$ cat src/rtl/ingress_req_arb.sv
// Per-input ingress FIFOs with destination decode and one round-robin arbiter
// per output port; drives a registered one-hot-per-row request matrix.
`ifndef PORT_NUB_TOTAL
`define PORT_NUB_TOTAL 4
`endif
`ifndef DATA_WIDTH
`define DATA_WIDTH 16
`endif

module ingress_req_arb #(
    parameter int PORT_NUB   = `PORT_NUB_TOTAL,
    parameter int DATA_WIDTH = `DATA_WIDTH,
    parameter int FIFO_DEPTH = 4,
    parameter int SEL_W      = (PORT_NUB > 1) ? $clog2(PORT_NUB) : 1
) (
    input  logic                           clk,
    input  logic                           rst_n,
    input  logic [PORT_NUB-1:0]            in_valid,
    output logic [PORT_NUB-1:0]            in_ready,
    input  logic [PORT_NUB*DATA_WIDTH-1:0] in_data,
    input  logic [PORT_NUB*SEL_W-1:0]      in_dest,
    input  logic [PORT_NUB-1:0]            out_ready,
    output logic [PORT_NUB*PORT_NUB-1:0]   port_vaild,
    output logic [PORT_NUB*DATA_WIDTH-1:0] out_data,
    output logic [PORT_NUB-1:0]            drop_err
);

    localparam int AW = $clog2(FIFO_DEPTH);
    localparam int PW = AW + 1;

    // Handshake: a word moves into input j's FIFO on a rising edge where
    // in_valid[j] && in_ready[j]; in_ready[j] depends only on FIFO state.

    logic [DATA_WIDTH-1:0] mem_data [PORT_NUB][FIFO_DEPTH];
    logic [SEL_W-1:0]      mem_dest [PORT_NUB][FIFO_DEPTH];
    logic [PW-1:0]         wr_ptr   [PORT_NUB];
    logic [PW-1:0]         rd_ptr   [PORT_NUB];
    logic [DATA_WIDTH-1:0] head_data[PORT_NUB];
    logic [SEL_W-1:0]      head_dest[PORT_NUB];
    logic [SEL_W-1:0]      rr_ptr   [PORT_NUB];
    logic [SEL_W-1:0]      winner   [PORT_NUB];
    logic [PORT_NUB-1:0]   grant    [PORT_NUB];

    logic [PORT_NUB-1:0]          full;
    logic [PORT_NUB-1:0]          empty;
    logic [PORT_NUB-1:0]          push;
    logic [PORT_NUB-1:0]          pop;
    logic [PORT_NUB-1:0]          dest_ok;
    logic [PORT_NUB-1:0]          drop;
    logic [PORT_NUB-1:0]          row_hit;
    logic [PORT_NUB-1:0]          col_hit;
    logic [PORT_NUB*PORT_NUB-1:0] grant_flat;

    always_comb begin
        for (int j = 0; j < PORT_NUB; j++) begin
            full[j]      = (wr_ptr[j][AW] != rd_ptr[j][AW]) &&
                           (wr_ptr[j][AW-1:0] == rd_ptr[j][AW-1:0]);
            empty[j]     = (wr_ptr[j] == rd_ptr[j]);
            head_data[j] = mem_data[j][rd_ptr[j][AW-1:0]];
            head_dest[j] = mem_dest[j][rd_ptr[j][AW-1:0]];
            dest_ok[j]   = 1'b0;
            for (int d = 0; d < PORT_NUB; d++) begin
                if (head_dest[j] == SEL_W'(d)) begin
                    dest_ok[j] = 1'b1;
                end
            end
            drop[j] = !empty[j] && !dest_ok[j];
        end
    end

    assign in_ready = ~full;
    assign push     = in_valid & ~full;

    // Search upward from rr_ptr[i]; the first requesting input wins the row.
    always_comb begin : arb
        int               idx;
        logic [SEL_W-1:0] cand;
        idx  = 0;
        cand = '0;
        for (int i = 0; i < PORT_NUB; i++) begin
            grant[i]   = '0;
            winner[i]  = '0;
            row_hit[i] = 1'b0;
            if (out_ready[i]) begin
                for (int k = 0; k < PORT_NUB; k++) begin
                    idx = int'(rr_ptr[i]) + k;
                    if (idx >= PORT_NUB) begin
                        idx = idx - PORT_NUB;
                    end
                    cand = SEL_W'(idx);
                    if (!row_hit[i] && !empty[cand] && (head_dest[cand] == SEL_W'(i))) begin
                        row_hit[i]     = 1'b1;
                        winner[i]      = cand;
                        grant[i][cand] = 1'b1;
                    end
                end
            end
        end
    end

    always_comb begin
        col_hit    = '0;
        grant_flat = '0;
        for (int i = 0; i < PORT_NUB; i++) begin
            col_hit                            = col_hit | grant[i];
            grant_flat[i*PORT_NUB +: PORT_NUB] = grant[i];
        end
    end

    // Bad-destination heads leave unconditionally so they never block the FIFO.
    assign pop = col_hit | drop;

    always_ff @(posedge clk) begin
        for (int j = 0; j < PORT_NUB; j++) begin
            if (push[j]) begin
                mem_data[j][wr_ptr[j][AW-1:0]] <= in_data[j*DATA_WIDTH +: DATA_WIDTH];
                mem_dest[j][wr_ptr[j][AW-1:0]] <= in_dest[j*SEL_W +: SEL_W];
            end
        end
    end

    always_ff @(posedge clk or negedge rst_n) begin
        if (!rst_n) begin
            for (int j = 0; j < PORT_NUB; j++) begin
                wr_ptr[j] <= '0;
                rd_ptr[j] <= '0;
            end
        end else begin
            for (int j = 0; j < PORT_NUB; j++) begin
                if (push[j]) begin
                    wr_ptr[j] <= wr_ptr[j] + 1'b1;
                end
                if (pop[j]) begin
                    rd_ptr[j] <= rd_ptr[j] + 1'b1;
                end
            end
        end
    end

    always_ff @(posedge clk or negedge rst_n) begin
        if (!rst_n) begin
            for (int i = 0; i < PORT_NUB; i++) begin
                rr_ptr[i] <= '0;
            end
        end else begin
            for (int i = 0; i < PORT_NUB; i++) begin
                if (row_hit[i]) begin
                    rr_ptr[i] <= (winner[i] == SEL_W'(PORT_NUB - 1)) ? '0 : winner[i] + 1'b1;
                end
            end
        end
    end

    always_ff @(posedge clk or negedge rst_n) begin
        if (!rst_n) begin
            port_vaild <= '0;
            out_data   <= '0;
            drop_err   <= '0;
        end else begin
            port_vaild <= grant_flat;
            drop_err   <= drop;
            for (int j = 0; j < PORT_NUB; j++) begin
                if (col_hit[j]) begin
                    out_data[j*DATA_WIDTH +: DATA_WIDTH] <= head_data[j];
                end
            end
        end
    end

endmodule

$ cat config.mk
export PLATFORM = sky130hd
export DESIGN_NAME = ingress_req_arb
export DESIGN_NICKNAME = d
export VERILOG_FILES = /design/src/rtl/ingress_req_arb.sv
export SDC_FILE = /design/constraint.sdc
export NUM_CORES = 1
export LEC_CHECK = 0
export ABC_AREA = 1
export CORE_ASPECT_RATIO = 2
export CORE_MARGIN = 4
export CORE_UTILIZATION = 40
export CTS_CLUSTER_SIZE = 20
export DETAILED_ROUTE_END_ITERATION = 8
export GPL_TIMING_DRIVEN = 0
export SETUP_SLACK_MARGIN = 0.15
export SLEW_MARGIN = 20
export SYNTH_ARGS = -nofsm -noshare
export SYNTH_HDL_FRONTEND = slang
export SYNTH_SLANG_ARGS = --single-unit
$ cat constraint.sdc
create_clock -name clk -period 4.1 [get_ports clk]
set_clock_uncertainty 0.2 [all_clocks]
set_input_delay 0.82 -clock clk [delete_from_list [all_inputs] [get_ports clk]]
set_output_delay 0.82 -clock clk [all_outputs]
set_load 0.01 [all_outputs]
* Word level (Yosys, flattened, before mapping)
Memory sizes are Yosys's and may differ from the RTL's.
Index checks and enable logic that the tools add are counted.
** Word-level totals
- Word-level logic and storage cells :: 618
- Latch bits :: 0
- ROM bits :: 0
- Memories kept :: 2
- Input port bits :: 82
- Output and inout port bits :: 88
- Register bits :: 116
- Memory bits (writable) :: 288
** Cells by class
- Muxes and demuxes :: 300
- Add/subtract/negate cells :: 40
- Order comparisons :: 76
- Bitwise gates (word level) :: 42
- Shift-type cells :: 0
- Reductions and logical operators :: 100
- Multipliers :: 0
- Divide/modulo/power cells :: 0
- Equal/unequal tests :: 40
** Memory list
- mem_data :: depth 4, bits a word 64, read ports 4, clocked after Yosys merged registers in 0, write ports 4, line 34 : logic [DATA_WIDTH-1:0] mem_data [PORT_NUB][FIFO_DEPTH];
- mem_dest :: depth 4, bits a word 8, read ports 4, clocked after Yosys merged registers in 0, write ports 4, line 35 : logic [SEL_W-1:0] mem_dest [PORT_NUB][FIFO_DEPTH];
** Operators with widths (number)
- $mux 64 :: 4
- $mux 2 :: 100
- $mux 16 :: 12
- $bmux 16 s2 :: 4
- $demux 16 s2 :: 4
- $mux 4 :: 32
- $ge 3x3->1 const B :: 36
- $mux 1 :: 84
- $bmux 2 s2 :: 20
- $not 2->3 :: 24
- $or 4x4->4 :: 16
- $logic_and 1x1->1 :: 56
- $lt 2x3->1 const B :: 16
- $eq 2x2->1 const B :: 20
- $logic_not 1->1 :: 36
- $bmux 1 s2 :: 16
- $demux 1 s2 :: 16
- $ge 2x1->1 const B :: 16
- $mux 8 :: 4
- $sub 2x1->2 const B :: 16
- $add 2x2->3 const B :: 8
- $add 3x1->3 const B :: 8
- $demux 2 s2 :: 4
- $eq 2x1->1 const B :: 8
- 10 further kinds :: 38

* Logic depth before layout (Yosys ltp)
- Depth after elaboration :: 30
- Mapped depth :: 23
- Depth with buffers taken out :: 20

* Least setup slack after synthesis
OpenSTA, ideal clock, no wires.
- Path kind :: flip-flop to flip-flop
- From :: register rr_ptr[2] (netlist bit)
- To :: register out_data[50]
- Path buffers :: 4
- Slack :: 1.333 ns
- Data arrival time :: 2.502 ns
- Stages on the path, launching flop included :: 18
- Path through :: dfrtp_1 inv_1 clkbuf_1 ha_1 nor2_1 nand2_1 nand2_2 nor2_2 buf_6 nand4_1 nand3_1 nand2_1 nand2_1 buf_6 nor2_8 buf_4 nand2_1 nand2_1
** On the way
- Longest elaborated chain between the ends :: 28
** Ends and longest elaborated chain
- start: declaration :: line 40 : logic [SEL_W-1:0] rr_ptr [PORT_NUB];
- start signal: indexed assignment :: line 148 : rr_ptr[i] <= (winner[i] == SEL_W'(PORT_NUB - 1)) ? '0 : winner[i] + 1'b1;
- $ge 2x3->1 / $sub 2x1->2 (equally long branches) :: line 87, 88
- $mux 2 :: line 87 : if (idx >= PORT_NUB) begin
- $mux 2 :: line 84 : if (out_ready[i]) begin
- $not 2->3 (not written as such) :: line 91 : if (!row_hit[i] && !empty[cand] && (head_dest[cand] == SEL_W'(i))) begin
- $bmux 2 s2 :: line 91
- $mux 2 (not written as such) (2 in a row) :: line 91
- $eq 2x2->1 :: line 91
- $logic_and 1x1->1 :: line 91
- [8 not listed]
- $logic_and 1x1->1 (2 in a row) :: line 91
- $mux 1 :: line 91
- $mux 1 :: line 84
- $logic_not 1->1 :: line 91
- $logic_and 1x1->1 (2 in a row) :: line 91
- $mux 4 * :: line 91
- $mux 4 * :: line 84
- $or 4x4->4 * (2 in a row) :: line 105 : col_hit = col_hit | grant[i];
- end signal: indexed assignment :: line 164 : out_data[j*DATA_WIDTH +: DATA_WIDTH] <= head_data[j];
- end: declaration :: line 24 : output logic [PORT_NUB*DATA_WIDTH-1:0] out_data,
Mark *: on every way between the ends. The rest lies on a longest branch, timed or not. The select of a mux whose other input is x is not followed.
A chain may end at the register's enable or synchronous reset.

* Final worst setup path
- From :: register rr_ptr[0] (netlist bit)
- To :: register rd_ptr[7] (netlist bit)
** On the way
- Longest elaborated chain between the ends :: 28
** Ends and longest elaborated chain
- $ge 2x3->1 / $sub 2x1->2 (equally long branches) :: line 87, 88
- $mux 2 :: line 87
- $mux 2 :: line 84
- $not 2->3 (not written as such) :: line 91
- $bmux 2 s2 :: line 91
- $mux 2 (not written as such) (2 in a row) :: line 91
- $eq 2x2->1 :: line 91
- $logic_and 1x1->1 :: line 91
- [10 not listed]
- $mux 1 :: line 91
- $mux 1 :: line 84
- $logic_not 1->1 :: line 91
- $logic_and 1x1->1 (2 in a row) :: line 91
- $mux 4 * :: line 91
- $mux 4 * :: line 84
- $or 4x4->4 * :: line 105
- $or 4x4->4 * :: line 111 : assign pop = col_hit | drop;
- end signal: indexed assignment :: line 134 : rd_ptr[j] <= rd_ptr[j] + 1'b1;
- end: declaration :: line 37 : logic [PW-1:0] rd_ptr [PORT_NUB];
Marks and branches as above.

==> qor.csv <==
stage,metric,value,unit
run_status,outcome,finished clean,
die,Die Area,0.05004,sq mm
global_route,met2 usage,39.62,%
worst_setup_path,Worst Setup End Kind,flip-flop,
synth,fraction of registers with async set/reset,28.71,%
synth,"top cells by count, synth","nand2_1 (402), edfxtp_1 (288), nor2_1 (190)",
power,Static Leak,9.210,nW
synth,most frequent cell after synthesis,nand2_1,
power,Switch Pwr,0.009589,W
die,Die Width,160.2,um
global_route,gr busiest metal,met2,
place,pre-CTS setup slack,0.3524,ns
routing,Via density,5.308,
synth,mux contribution to synthesized area,0.2701,%
routing,1st-pass router iterations,5,
die,# IOs,170,
die,starting density of the core,40.43,%
timing,final slew viol count,0,
worst_setup_path,"Max FO, Critical Path",13,
clock_network,worst skew pair latency,0.53,ns
timing,setup violators final,0,
die,Core ar.,0.04583,sq mm
place,GPL Wtd Cong,0.8799,
synth,Synth Area in XOR/XNOR,0.9183,%
clock_network,Max clock buf depth,3,
final_layout,Multi-input gate area,0.006176,sq mm
place,port bufs,166,
synth,simple logic cell fraction of the synthesized area,18.73,%
timing,worst setup margin,0.4388,ns
synth,Post-Syn Area per Cell,10.49,sq um
global_route,Global Route Usage Sum,19.97,%
worst_setup_path,WS Path Type,reg -> reg,
timing,Fmax,273.1,MHz
synth,synthesized-area fraction occupied by adder cells,3.511,%
power,Comb power frac,53.3,%
routing,Final ANT Viol Nets,0,
clock_network,CTS Sinks,404,
final_layout,final net count,2118,
global_route,met3 Track Usage GR,2.586,%
timing,worst rel slew slack,47.73,%
routing,DRC,0,
final_layout,Synth-to-Final Area Change,21.02,%
routing,drt total wl,50740,um
power,Clk pwr share,17.5,%
synth,"FF+latch count, synth",404,
worst_hold_path,Worst Hold Class,in -> async,
synth,post-synthesis sequential area ratio,62.34,%
timing,Tcrit/Tclk final,89.30,%
run,Max-Cap Viols,0,
global_route,GRT met1 Usage,20.89,%
power,Int Power,0.01180,W
global_route,vias in the first global route,14330,
die,Die Ht,312.4,um
final_layout,fillcell total,4234,
routing,Routed wire per std cell,19.71,um
clock_network,CTS hold repair buffers,0,
worst_setup_path,worst endpoint data arrival time,3.93,ns
synth,Synth Flop Type,edfxtp_1,
synth,post-synthesis cell type count,33,
timing,minimum clock period,3.661,ns
synth,Synth Instances,1766,
power,Net Sw Frac,44.84,%
synth,Post-synth EDFFs,288,
routing,routed via count,13670,
worst_setup_path,CP Launch Type,flip-flop,
timing,worst slew pin tran,0.7832,ns
place,dpl hpwl,36490,um
power,PwrDens,953.7,mW/mm^2
global_route,first-pass GRT wire length,79210,um
synth,netlist area before placement,0.01853,sq mm
clock_network,CTS tree,yes,
final_layout,n_diodes,0,
worst_setup_path,required time of the worst setup path,4.37,ns
final_layout,layout cells sized above 1,10.50,%
synth,yosys warns,0,
global_route,pin count of the biggest net entering global routing,60,
die,# rows,111,
synth,cell taking the most area after synthesis,edfxtp_1,
power,sequential power share,29.2,%
global_route,antenna violations before repair,2,
clock_network,htree depth,2,
place,Placed Area,0.02113,sq mm
timing,RSZ-0062 raised after global routing,no,
synth,Synth top area share,46.67,%
power,Peak VDD IR,0.4350,mV
timing,"Hold Vio Cnt, Final",0,
clock_network,clk slew on worst S/H paths,0.07,ns
clock_network,TritonCTS Buffers,37,
final_layout,post-route cell area,0.02243,sq mm
clock_network,CTS root buf,clkbuf_16,
final_layout,FF+latch area,0.01155,sq mm
synth,largest family of logic cells by synthesized area,simple AND/OR/NAND/NOR gates,
global_route,global route total overflow,0,
synth,Synth Area in Compound Gates,9.413,%
routing,DRT iter0 DRCs,743,
synth,synth top area cells,"edfxtp_1 (47%), dfrtp_1 (16%), nand2_1 (8.1%)",
## final cells by class
cell class	count	area share, %
Buffer	79	2.232
Sequential cell	404	51.51
Clock buffer	43	4.318
Multi-Input combinational cell	1182	27.54
Tap cell	565	3.152
Timing Repair Buffer	176	8.040
Inverter	104	1.741
Clock inverter	22	1.467
## critical path, stage by stage, from the launching register on
cell and delay [ns]:
dfrtp_1 0.65, inv_1 0.18, buf_2 0.26, ha_1 0.40, inv_1 0.07, nor2_1 0.10, nand2_1 0.07, nand2_2 0.15
nor2_2 0.06, buf_6 0.14, nand4_1 0.07, nand3_1 0.09, nand2_1 0.23, nand2_1 0.20, buf_6 0.20, nor2_8 0.19
buf_6 0.17, nand2_1 0.06, nand2_1 0.08
## power by group through the flow
stage	clock network, W	registers, W	logic [W]
5_1_grt	0.00399	0.00635	0.0127
3_3_place_gp	0	0.00632	0.0112
2_1_floorplan	0	0.00634	0.00753
4_1_cts	0.00384	0.00625	0.0115
3_5_place_dp	0	0.00633	0.0114
6_report	0.00374	0.00624	0.0114
## per-layer routing
layer	vias to the layer above	wire length [um]
li1	6529	-
met1	6634	18260
met2	386	28640
met3	114	1958
met4	4	1849
met5	-	33
## state kept, by name, indices dropped and copies added (netlist names)
name and cells:
mem_data 256, out_data 64, port_vaild 16, wr_ptr 12, mem_dest 32, rr_ptr 8, drop_err 4, rd_ptr 12
## worst paths after layout
kind / cells past startpoint / slack [ns] / start / endpoint
hold / removal: 1 / 0.05 / rst_n / out_data[51]$_DFFE_PN0P_
hold reg to reg: 2 / 0.28 / out_data[24]$_DFFE_PN0P_ / out_data[24]$_DFFE_PN0P_
max in group asynchronous: 2 / 2.92 / rst_n / out_data[35]$_DFFE_PN0P_
setup reg to reg: 18 / 0.44 / rr_ptr[0]$_DFFE_PN0P_ / rd_ptr[7]$_DFFE_PN0P_
setup / recovery: 18 / 0.44 / rr_ptr[0]$_DFFE_PN0P_ / rd_ptr[7]$_DFFE_PN0P_
min in group clk: 2 / 0.28 / out_data[24]$_DFFE_PN0P_ / out_data[24]$_DFFE_PN0P_
## logic make-up (layout without fill, tap and decap cells)
| group | Yosys count | count (layout) |
|---|---|---|
| AO/OA/AOI/OAI | 306 | 306 |
| multiplexers | 5 | 5 |
| flip-flops | 404 | 404 |
| other | 1 | 4 |
| XOR/XNOR | 16 | 16 |
| buffers and inverters | 183 | 424 |
| adder cells (fa/ha/maj) | 52 | 52 |
| AND/OR/NAND/NOR | 799 | 799 |
## cells in the final DEF, fill, tap and decap left out, drive strengths merged
cell           netlist  layout
dfrtp              116     116
nand4               54      54
mux2i                5       5
a21oi               12      12
clkbuf              36      79
nand3              117     117
o22ai               64      64
conb                 1       4
clkinvlp             0       1
bufinv               0       8
clkinv               2      13
a31oi                4       4
o211ai               3       3
edfxtp             288     288
nor2               200     200
ha                  52      52
xnor2                4       4
o21ai              223     223
clkdlybuf4s50        0     165
inv                102     104
nand2              428     428
buf                 43      54
xor2                12      12
## through the flow
stage / TNS, ns / hold WS (ns) / power, W / std cells / util (%)
floorplan: 0 / 0.2632 / 0.01387 / 1769 / -
global route: 0 / 0.06971 / 0.02300 / 2575 / 48.93
finish: 0 / 0.04560 / 0.02139 / 2575 / 48.93
CTS: 0 / 0.04844 / 0.02160 / 2575 / 48.93
detailed placement: 0 / 0.2644 / 0.01777 / 2510 / 46.10
global placement: -402.76 / 0.2635 / 0.01747 / 2500 / 45.62
## repair_timing
action,CTS,global route
setup buffers,0,0
endpoints found under the setup margin,0,4
resized for setup,0,2
endpoints found under the hold margin,0,0
No activity file was read; power rests on OpenSTA's default activity.
